`src/rtl/cpu_pkg.sv`:
```
// Shared CPU definitions: datapath widths, reset vector and fetch FSM encoding.
package cpu_pkg;

  localparam int CPU_ADDR_W = 16;
  localparam int CPU_DATA_W = 16;

  localparam logic [15:0] RESET_VECTOR = 16'h0000;

  typedef enum logic [1:0] {
    FETCH_IDLE  = 2'd0,
    FETCH_REQ   = 2'd1,
    FETCH_VALID = 2'd2
  } fetch_state_t;

endpackage : cpu_pkg

```
`src/rtl/instruction_fetch_if.sv`:
```
// Fetch-side buses: instruction memory read port and decoder valid/ready handoff.
// master = fetch unit, slave = memory + decoder side.
interface instruction_fetch_if
  import cpu_pkg::*;
#(
  parameter int ADDR_W = CPU_ADDR_W,
  parameter int DATA_W = CPU_DATA_W
) ();

  logic              mem_req;
  logic [ADDR_W-1:0] mem_addr;
  logic              mem_ready;
  logic [DATA_W-1:0] mem_rdata;

  logic              instr_valid;
  logic              instr_ready;
  logic [DATA_W-1:0] instr_word;
  logic [ADDR_W-1:0] instr_pc;

  modport master (
    output mem_req, mem_addr, instr_valid, instr_word, instr_pc,
    input  mem_ready, mem_rdata, instr_ready
  );

  modport slave (
    input  mem_req, mem_addr, instr_valid, instr_word, instr_pc,
    output mem_ready, mem_rdata, instr_ready
  );

endinterface : instruction_fetch_if

```
`src/rtl/instruction_fetch.sv`:
```
// Instruction fetch sequencer: reads IP, issues one memory read at a time,
// hands the word to the decoder and steers the IP (increment / redirect).
// REQ spends its first cycle latching the IP into mem_addr, then holds
// mem_req until mem_ready; this keeps the address behind the inc_ip pulse.
module instruction_fetch
  import cpu_pkg::*;
#(
  parameter int ADDR_W = CPU_ADDR_W,
  parameter int DATA_W = CPU_DATA_W
) (
  input  logic              clk,
  input  logic              reset,
  input  logic              run,
  input  logic [ADDR_W-1:0] ip_data_out,
  output logic              inc_ip,
  output logic              load_ip,
  output logic [ADDR_W-1:0] ip_data_in,
  input  logic              redirect_valid,
  input  logic [ADDR_W-1:0] redirect_addr,
  instruction_fetch_if.master bus
);

  fetch_state_t      state_q, state_d;
  logic              issued_q;   // address latched, read outstanding
  logic [ADDR_W-1:0] addr_q;
  logic [ADDR_W-1:0] pc_q;
  logic [DATA_W-1:0] word_q;
  logic              inc_q;      // increment owed for the word just captured
  logic              accept;

  assign accept = (state_q == FETCH_REQ) && issued_q && bus.mem_ready;

  // State register.
  // NOTE: sequential state uses non-blocking (<=) so every flop samples
  // pre-edge values regardless of block ordering.
  always_ff @(posedge clk or posedge reset) begin
    if (reset) state_q <= FETCH_IDLE;
    else       state_q <= state_d;
  end

  // Next-state logic; a redirect overrides every other transition.
  always_comb begin
    // NOTE: default assigned first so no path leaves state_d unassigned
    // (which would infer a latch).
    state_d = state_q;
    if (redirect_valid) begin
      state_d = run ? FETCH_REQ : FETCH_IDLE;
    end else begin
      unique case (state_q)
        FETCH_IDLE:  if (run) state_d = FETCH_REQ;
        FETCH_REQ:   if (accept) state_d = FETCH_VALID;
        FETCH_VALID: if (bus.instr_ready) state_d = run ? FETCH_REQ : FETCH_IDLE;
        default:     state_d = FETCH_IDLE;
      endcase
    end
  end

  // Request/capture datapath; data arriving with a redirect is dropped.
  always_ff @(posedge clk or posedge reset) begin
    if (reset) begin
      issued_q <= 1'b0;
      addr_q   <= '0;
      pc_q     <= '0;
      word_q   <= '0;
      inc_q    <= 1'b0;
    end else begin
      inc_q <= accept && !redirect_valid;
      if (redirect_valid) begin
        issued_q <= 1'b0;
      end else if (state_q == FETCH_REQ) begin
        if (!issued_q) begin
          issued_q <= 1'b1;
          addr_q   <= ip_data_out;
        end else if (bus.mem_ready) begin
          issued_q <= 1'b0;
          word_q   <= bus.mem_rdata;
          pc_q     <= addr_q;
        end
      end
    end
  end

  assign bus.mem_req     = issued_q;
  assign bus.mem_addr    = addr_q;
  assign bus.instr_valid = (state_q == FETCH_VALID);
  assign bus.instr_word  = word_q;
  assign bus.instr_pc    = pc_q;

  // Redirect cancels any owed increment so the IP sees exactly one command.
  assign inc_ip     = inc_q && !redirect_valid;
  assign load_ip    = redirect_valid && !reset;
  assign ip_data_in = load_ip ? redirect_addr : '0;

endmodule : instruction_fetch

```
`src/flat_wrapper.sv`:
```
// flat-port wrapper written by rule: the top's interface ports become plain ports
module instruction_fetch_flat import cpu_pkg::*;
#(
  parameter int ADDR_W = CPU_ADDR_W,
  parameter int DATA_W = CPU_DATA_W
)
  (clk, reset, run, ip_data_out, inc_ip, load_ip, ip_data_in, redirect_valid, redirect_addr, bus_mem_req, bus_mem_addr, bus_instr_valid, bus_instr_word, bus_instr_pc, bus_mem_ready, bus_mem_rdata, bus_instr_ready);
  instruction_fetch_if #(.ADDR_W(ADDR_W), .DATA_W(DATA_W)) bus_i ();
  input  logic clk;
  input  logic reset;
  input  logic run;
  input  logic [ADDR_W-1:0] ip_data_out;
  output logic inc_ip;
  output logic load_ip;
  output logic [ADDR_W-1:0] ip_data_in;
  input  logic redirect_valid;
  input  logic [ADDR_W-1:0] redirect_addr;
  output wire logic [$bits(bus_i.mem_req)-1:0] bus_mem_req;
  output wire logic [$bits(bus_i.mem_addr)-1:0] bus_mem_addr;
  output wire logic [$bits(bus_i.instr_valid)-1:0] bus_instr_valid;
  output wire logic [$bits(bus_i.instr_word)-1:0] bus_instr_word;
  output wire logic [$bits(bus_i.instr_pc)-1:0] bus_instr_pc;
  input wire logic [$bits(bus_i.mem_ready)-1:0] bus_mem_ready;
  input wire logic [$bits(bus_i.mem_rdata)-1:0] bus_mem_rdata;
  input wire logic [$bits(bus_i.instr_ready)-1:0] bus_instr_ready;
  assign bus_mem_req = bus_i.mem_req;
  assign bus_mem_addr = bus_i.mem_addr;
  assign bus_instr_valid = bus_i.instr_valid;
  assign bus_instr_word = bus_i.instr_word;
  assign bus_instr_pc = bus_i.instr_pc;
  assign bus_i.mem_ready = bus_mem_ready;
  assign bus_i.mem_rdata = bus_mem_rdata;
  assign bus_i.instr_ready = bus_instr_ready;
  instruction_fetch #(.ADDR_W(ADDR_W), .DATA_W(DATA_W)) u_core (.clk(clk), .reset(reset), .run(run), .ip_data_out(ip_data_out), .inc_ip(inc_ip), .load_ip(load_ip), .ip_data_in(ip_data_in), .redirect_valid(redirect_valid), .redirect_addr(redirect_addr), .bus(bus_i));
endmodule
```
`config.mk`:
```
export PLATFORM = sky130hd
export DESIGN_NAME = instruction_fetch_flat
export DESIGN_NICKNAME = d
export VERILOG_FILES = /design/src/rtl/cpu_pkg.sv /design/src/rtl/instruction_fetch_if.sv /design/src/rtl/instruction_fetch.sv /design/src/flat_wrapper.sv
export SDC_FILE = /design/constraint.sdc
export NUM_CORES = 1
export LEC_CHECK = 0
export ABC_AREA = 1
export BUFFER_PORTS_ARGS = -buffer_cell sky130_fd_sc_hd__buf_2
export CAP_MARGIN = 20
export CORE_UTILIZATION = 47
export CTS_BUF_LIST = sky130_fd_sc_hd__clkbuf_16
export DETAILED_ROUTE_END_ITERATION = 10
export PLACE_DENSITY = 0.84
export SLEW_MARGIN = 20
export SYNTH_ARGS = -nofsm -noshare
export SYNTH_HDL_FRONTEND = slang
export SYNTH_SLANG_ARGS = --single-unit
```
`constraint.sdc`:
```
create_clock -name clk -period 3.15 [get_ports clk]
set_clock_uncertainty 0.2 [all_clocks]
set_input_delay 0 -clock clk [delete_from_list [all_inputs] [get_ports clk]]
set_output_delay 0 -clock clk [all_outputs]
set_load 0.05 [all_outputs]
```
# After elaboration in Yosys (flattened, before gate mapping)
# Index checks and enable logic that the tools add are counted.
# word_totals
register_bits	52
input_bits	54
elab_cells	36
# op_classes
eq_ne	5
reduce_logical	12
bitwise	2
muxes	11
# ops
op	n
16-bit 2-to-1 mux	1
2-bit 2-to-1 mux	4
3-bit by 2-bit inequality test with 1-bit output, second input constant	2
2-bit case mux with 3 select lines	1
3-bit AND reduction	2
1-bit logical AND	5
1-bit 2-to-1 mux	5
4-bit AND reduction	1
3-bit inequality test, second input constant	1
2-bit by 1-bit equality test with 1-bit output, second input constant	1
2-bit equality test, second input constant	1
1-bit zero test	2
2-bit zero test	1
1-bit NOT	2
2-bit nonzero test	1

# Depth between registers and ports, before layout
# logic_depth
ltp_word	6
ltp_mapped	7

# Worst setup path before layout
# OpenSTA, ideal clock, no wires.
# synth_path
kind	in2out
from	input port redirect_valid
to	output port ip_data_in[0]
arrival_time_ns	1.846
path_slack_ns	1.104
path_stages	5
required_time_ns	2.950
cell_sequence	inv_2 nor2_1 inv_1 buf_2 nor2_1
# synth_via
elab_chain_cells	2
# synth_rtl
element	line	text
start: declaration	flat_wrapper.sv:16	input logic redirect_valid;
1-bit logical AND	instruction_fetch.sv:91	assign load_ip = redirect_valid && !reset;
net load_ip	flat_wrapper.sv:14	output logic load_ip;
16-bit 2-to-1 mux	instruction_fetch.sv:92	assign ip_data_in = load_ip ? redirect_addr : '0;
end: declaration	flat_wrapper.sv:15	output logic [ADDR_W-1:0] ip_data_in;
# The timed path passes the listed nets, and every way through them passes these cells.

# Worst setup path after layout
# layout_path
from	input port redirect_valid
to	register u_core.state_q[0]
# layout_via
elab_chain_cells	2
elab_cells_between_ends	5
classes_between	eq/ne: 3; mux: 1; reduce/logical: 1
# layout_rtl
element	line	text
3-bit by 2-bit inequality test with 1-bit output (no line) / 3-bit inequality test (equally long branches)	-	
3-bit AND reduction (no line)	-	
end signal: assignment	instruction_fetch.sv:38	else state_q <= state_d;
end: declaration	instruction_fetch.sv:23	fetch_state_t state_q, state_d;
# Several ways; a longest one is shown, not always the timed one.
# A chain may end at the register's enable or synchronous reset.

==> run_results.csv <==
group,metric,value,unit
placed_design,hpwl,3790,microns
logic_synthesis,yosysMostFrequentCell,"nand2_1",
power,cellPowerDensity,1080,nW/um^2
cells_and_area,drive_above_1_share,31.5,%
floorplan,ioPinCount,122,
sta,setup_tns,0,ps
detailed_routing,drc,0,
setup_path,rrSetupSlack,1410,ps
sta,fmax,442,MHz
logic_synthesis,ys_warn_count,0,
clock_tree,cts_setup_buffers,0,
setup_path,crit_buf_inv,4,
sta,tightest_slew,868,ps
setup_path,cp_top_family,"buffers and inverters",
logic_synthesis,yosys.area.top_type_share,59.6,%
detailed_routing,num_vias,2299,
clock_tree,cts.sinks,52,
placed_design,place_area,2780,sq um
clock_tree,cts_resized,0,
detailed_routing,wl_per_cell,12.6,microns
job,maxCapViolCount,0,
floorplan,fp.dieH,70.2,microns
cells_and_area,diodes,0,
clock_tree,cts_tree,"done",
grt,track_usage,25.7,%
outcome,status,"completed",
clock_tree,cts_inserted_buffers,5,
setup_path,crit_slowest_cell,"dlygate4sd3_1",
sta,drv_slew,0,
logic_synthesis,postSynthAreaPerCell,8.15,sq um
logic_synthesis,ys_seq_elements,52,
setup_path,crit_chain,"dlygate4sd3_1, buf_2, nor2_1, dlygate4sd3_1, nand2_1, nand2_1, o21ai_0, dlygate4sd3_1",
floorplan,start_util,49.5,%
power,vdd_drop_max,0.000643,V
placed_design,dp.cells,433,
grt,grt_max_degree,53,
grt,first_global_vias,2246,
cells_and_area,fill_cells,319,
floorplan,num_rows,24,
floorplan,die_x,70.2,microns
sta,rsz0062_at_grt,"false",
grt,antenna_found_initial,0,
placed_design,port-buffer-count,121,
setup_path,critPathMaxFanout,5,
logic_synthesis,synthArstFlopShare,100,%
floorplan,fp.coreArea,4410,sq um
power,p_leak,0.00204,uW
logic_synthesis,synth_area_leaders,"dfrtp_1 60%, nand2_1 26%, inv_1 3.8%",
logic_synthesis,synth_cells,268,
sta,slew_headroom,42.1,%
detailed_routing,drt_iter0_markers,125,
logic_synthesis,syn_area,2180,sq um
placed_design,place_congestion,0.725,
clock_tree,clock_path_buffers,2,
logic_synthesis,ys_top_cells_by_count,"154 x nand2_1, 52 x dfrtp_1, 22 x inv_1, 22 x nor2_1",
setup_path,worst_path_most_repeated_cell,"dlygate4sd3_1",
detailed_routing,ant_nets,0,
logic_synthesis,synth_cell_types,12,
sta,setup_viol,0,
cells_and_area,design_area,3310,sq um
logic_synthesis,yosys_most_used_dff,"dfrtp_1",
floorplan,dieArea,4920,sq um
min_path,hold_class,"input port to flop",
setup_path,crit_required,3120,ps
logic_synthesis,synth-seq-area-share,59.6,%
logic_synthesis,synth_edf_count,0,
setup_path,setup.worst_path.start_class,"input port",
grt,grt-ovfl-total,0,
detailed_routing,viasPerCell,4.79,
logic_synthesis,syn-num-nets,322,
sta,min_period,2260,ps
grt,grt_pass1_wl,9940,microns
cells_and_area,finalNonFillerCells,480,
sta,finalHoldViolations,0,
clock_tree,clk_pin_slew,70,ps
clock_tree,cts_root_buf,"clkbuf_16",
sta,fin_ws,887,ps
detailed_routing,first_pass_iters,5,
setup_path,critical_path_class,"input port to flop",
clock_tree,insertion_delay,290,ps
cells_and_area,area_growth,51.7,%
logic_synthesis,yosysTopAreaCell,"dfrtp_1",
setup_path,cp.arrival,2230,ps
detailed_routing,wirelength,6070,microns
setup_path,slowest_delay,590,ps
clock_tree,cts_htree_levels,2,
placed_design,place_ws,1430,ps
setup_path,cp-end-kind,"flop",
sta,finalCritPeriodShare,71.8,%
cells_and_area,fin_nets,481,
[worst min-delay path, cell delays in order]
cell	delay, ps
buf_2	100
nand2_1	130
nor2_4	60
buf_4	250
[repair_timing]
item / 4_1_cts / 5_1_grt
hold buffers: 39 / 0
endpoints found under the setup margin: 0 / 0
hold endpoints to repair: 87 / 0
[report_power, final]
group / internal [uW] / switching [uW]
Sequential: 971 / 203
Clock: 289 / 235
Combinational: 398 / 1490
Total: 1660 / 1930
[cells by family after synthesis]
logic type | after synthesis | synth area share, %
compound gates | 2 | 0.458
buf+inv | 34 | 7.97
flops | 52 | 59.6
simple gates | 180 | 32.0
[path summary, 6_finish.rpt]
path                                                     start                                  end  cells after the start
min                                              bus_mem_ready               u_core.inc_q$_DFF_PP0_                      4
max in group asynchronous                                reset   u_core.bus.mem_addr[7]$_DFFE_PP0P_                      3
min in group asynchronous                                reset       u_core.bus.mem_req$_DFFE_PP0P_                      3
min reg2reg                u_core.bus.instr_pc[13]$_DFFE_PP0P_  u_core.bus.instr_pc[13]$_DFFE_PP0P_                      2
max                                             redirect_valid        u_core.state_q[0]$_DFFE_PP0P_                      8
max reg2reg                      u_core.state_q[1]$_DFFE_PP0P_        u_core.state_q[0]$_DFFE_PP0P_                      6
[cells in the final DEF (no fill, tap or decap)]
cell	n
buf_4	1
dlygate4sd3_1	39
clkinvlp_4	1
nand3_2	1
clkinv_2	1
clkbuf_16	5
nor2_1	22
o21ai_0	2
nand3_1	1
dfrtp_1	52
nor2_4	2
buf_2	121
inv_2	3
clkinv_1	1
inv_1	22
nand2_1	154
[layer usage]
metal	vias up	wire, microns	GRT usage, %
li1	1098	-	-
met2	125	3160	46.6
met5	-	0	0
met4	0	60	6.89
met3	9	437	6.20
met1	1067	2410	30.3
[flip-flops by register name (all words and copies together) (netlist names)]
| signal | count |
|---|---|
| u_core.bus.mem_addr | 16 |
| u_core.state_q | 2 |
| u_core.bus.instr_pc | 16 |
| u_core.bus.mem_req | 1 |
| u_core.bus.instr_word | 16 |
| u_core.inc_q | 1 |
[layout make-up]
cell class	count	area, sq um	share of cell area (%)
clock buffer	5	125	3.78
clock inverter	3	15.0	0.453
inverter	25	95.1	2.87
multi-input combinational	182	708	21.4
sequential	52	1300	39.3
tap	52	65.1	1.96
timing repair buffer	161	1000	30.3
[stage by stage]
step	util, %	hold slack, ps	power, uW
floorplan	-	-83.4	2560
global placement	63.0	1.07	2970
detailed placement	63.0	4.69	3020
global route	75.1	164	3750
finish	75.1	149	3590
CTS	75.0	147	3590
(Power assumes the default switching activity.)
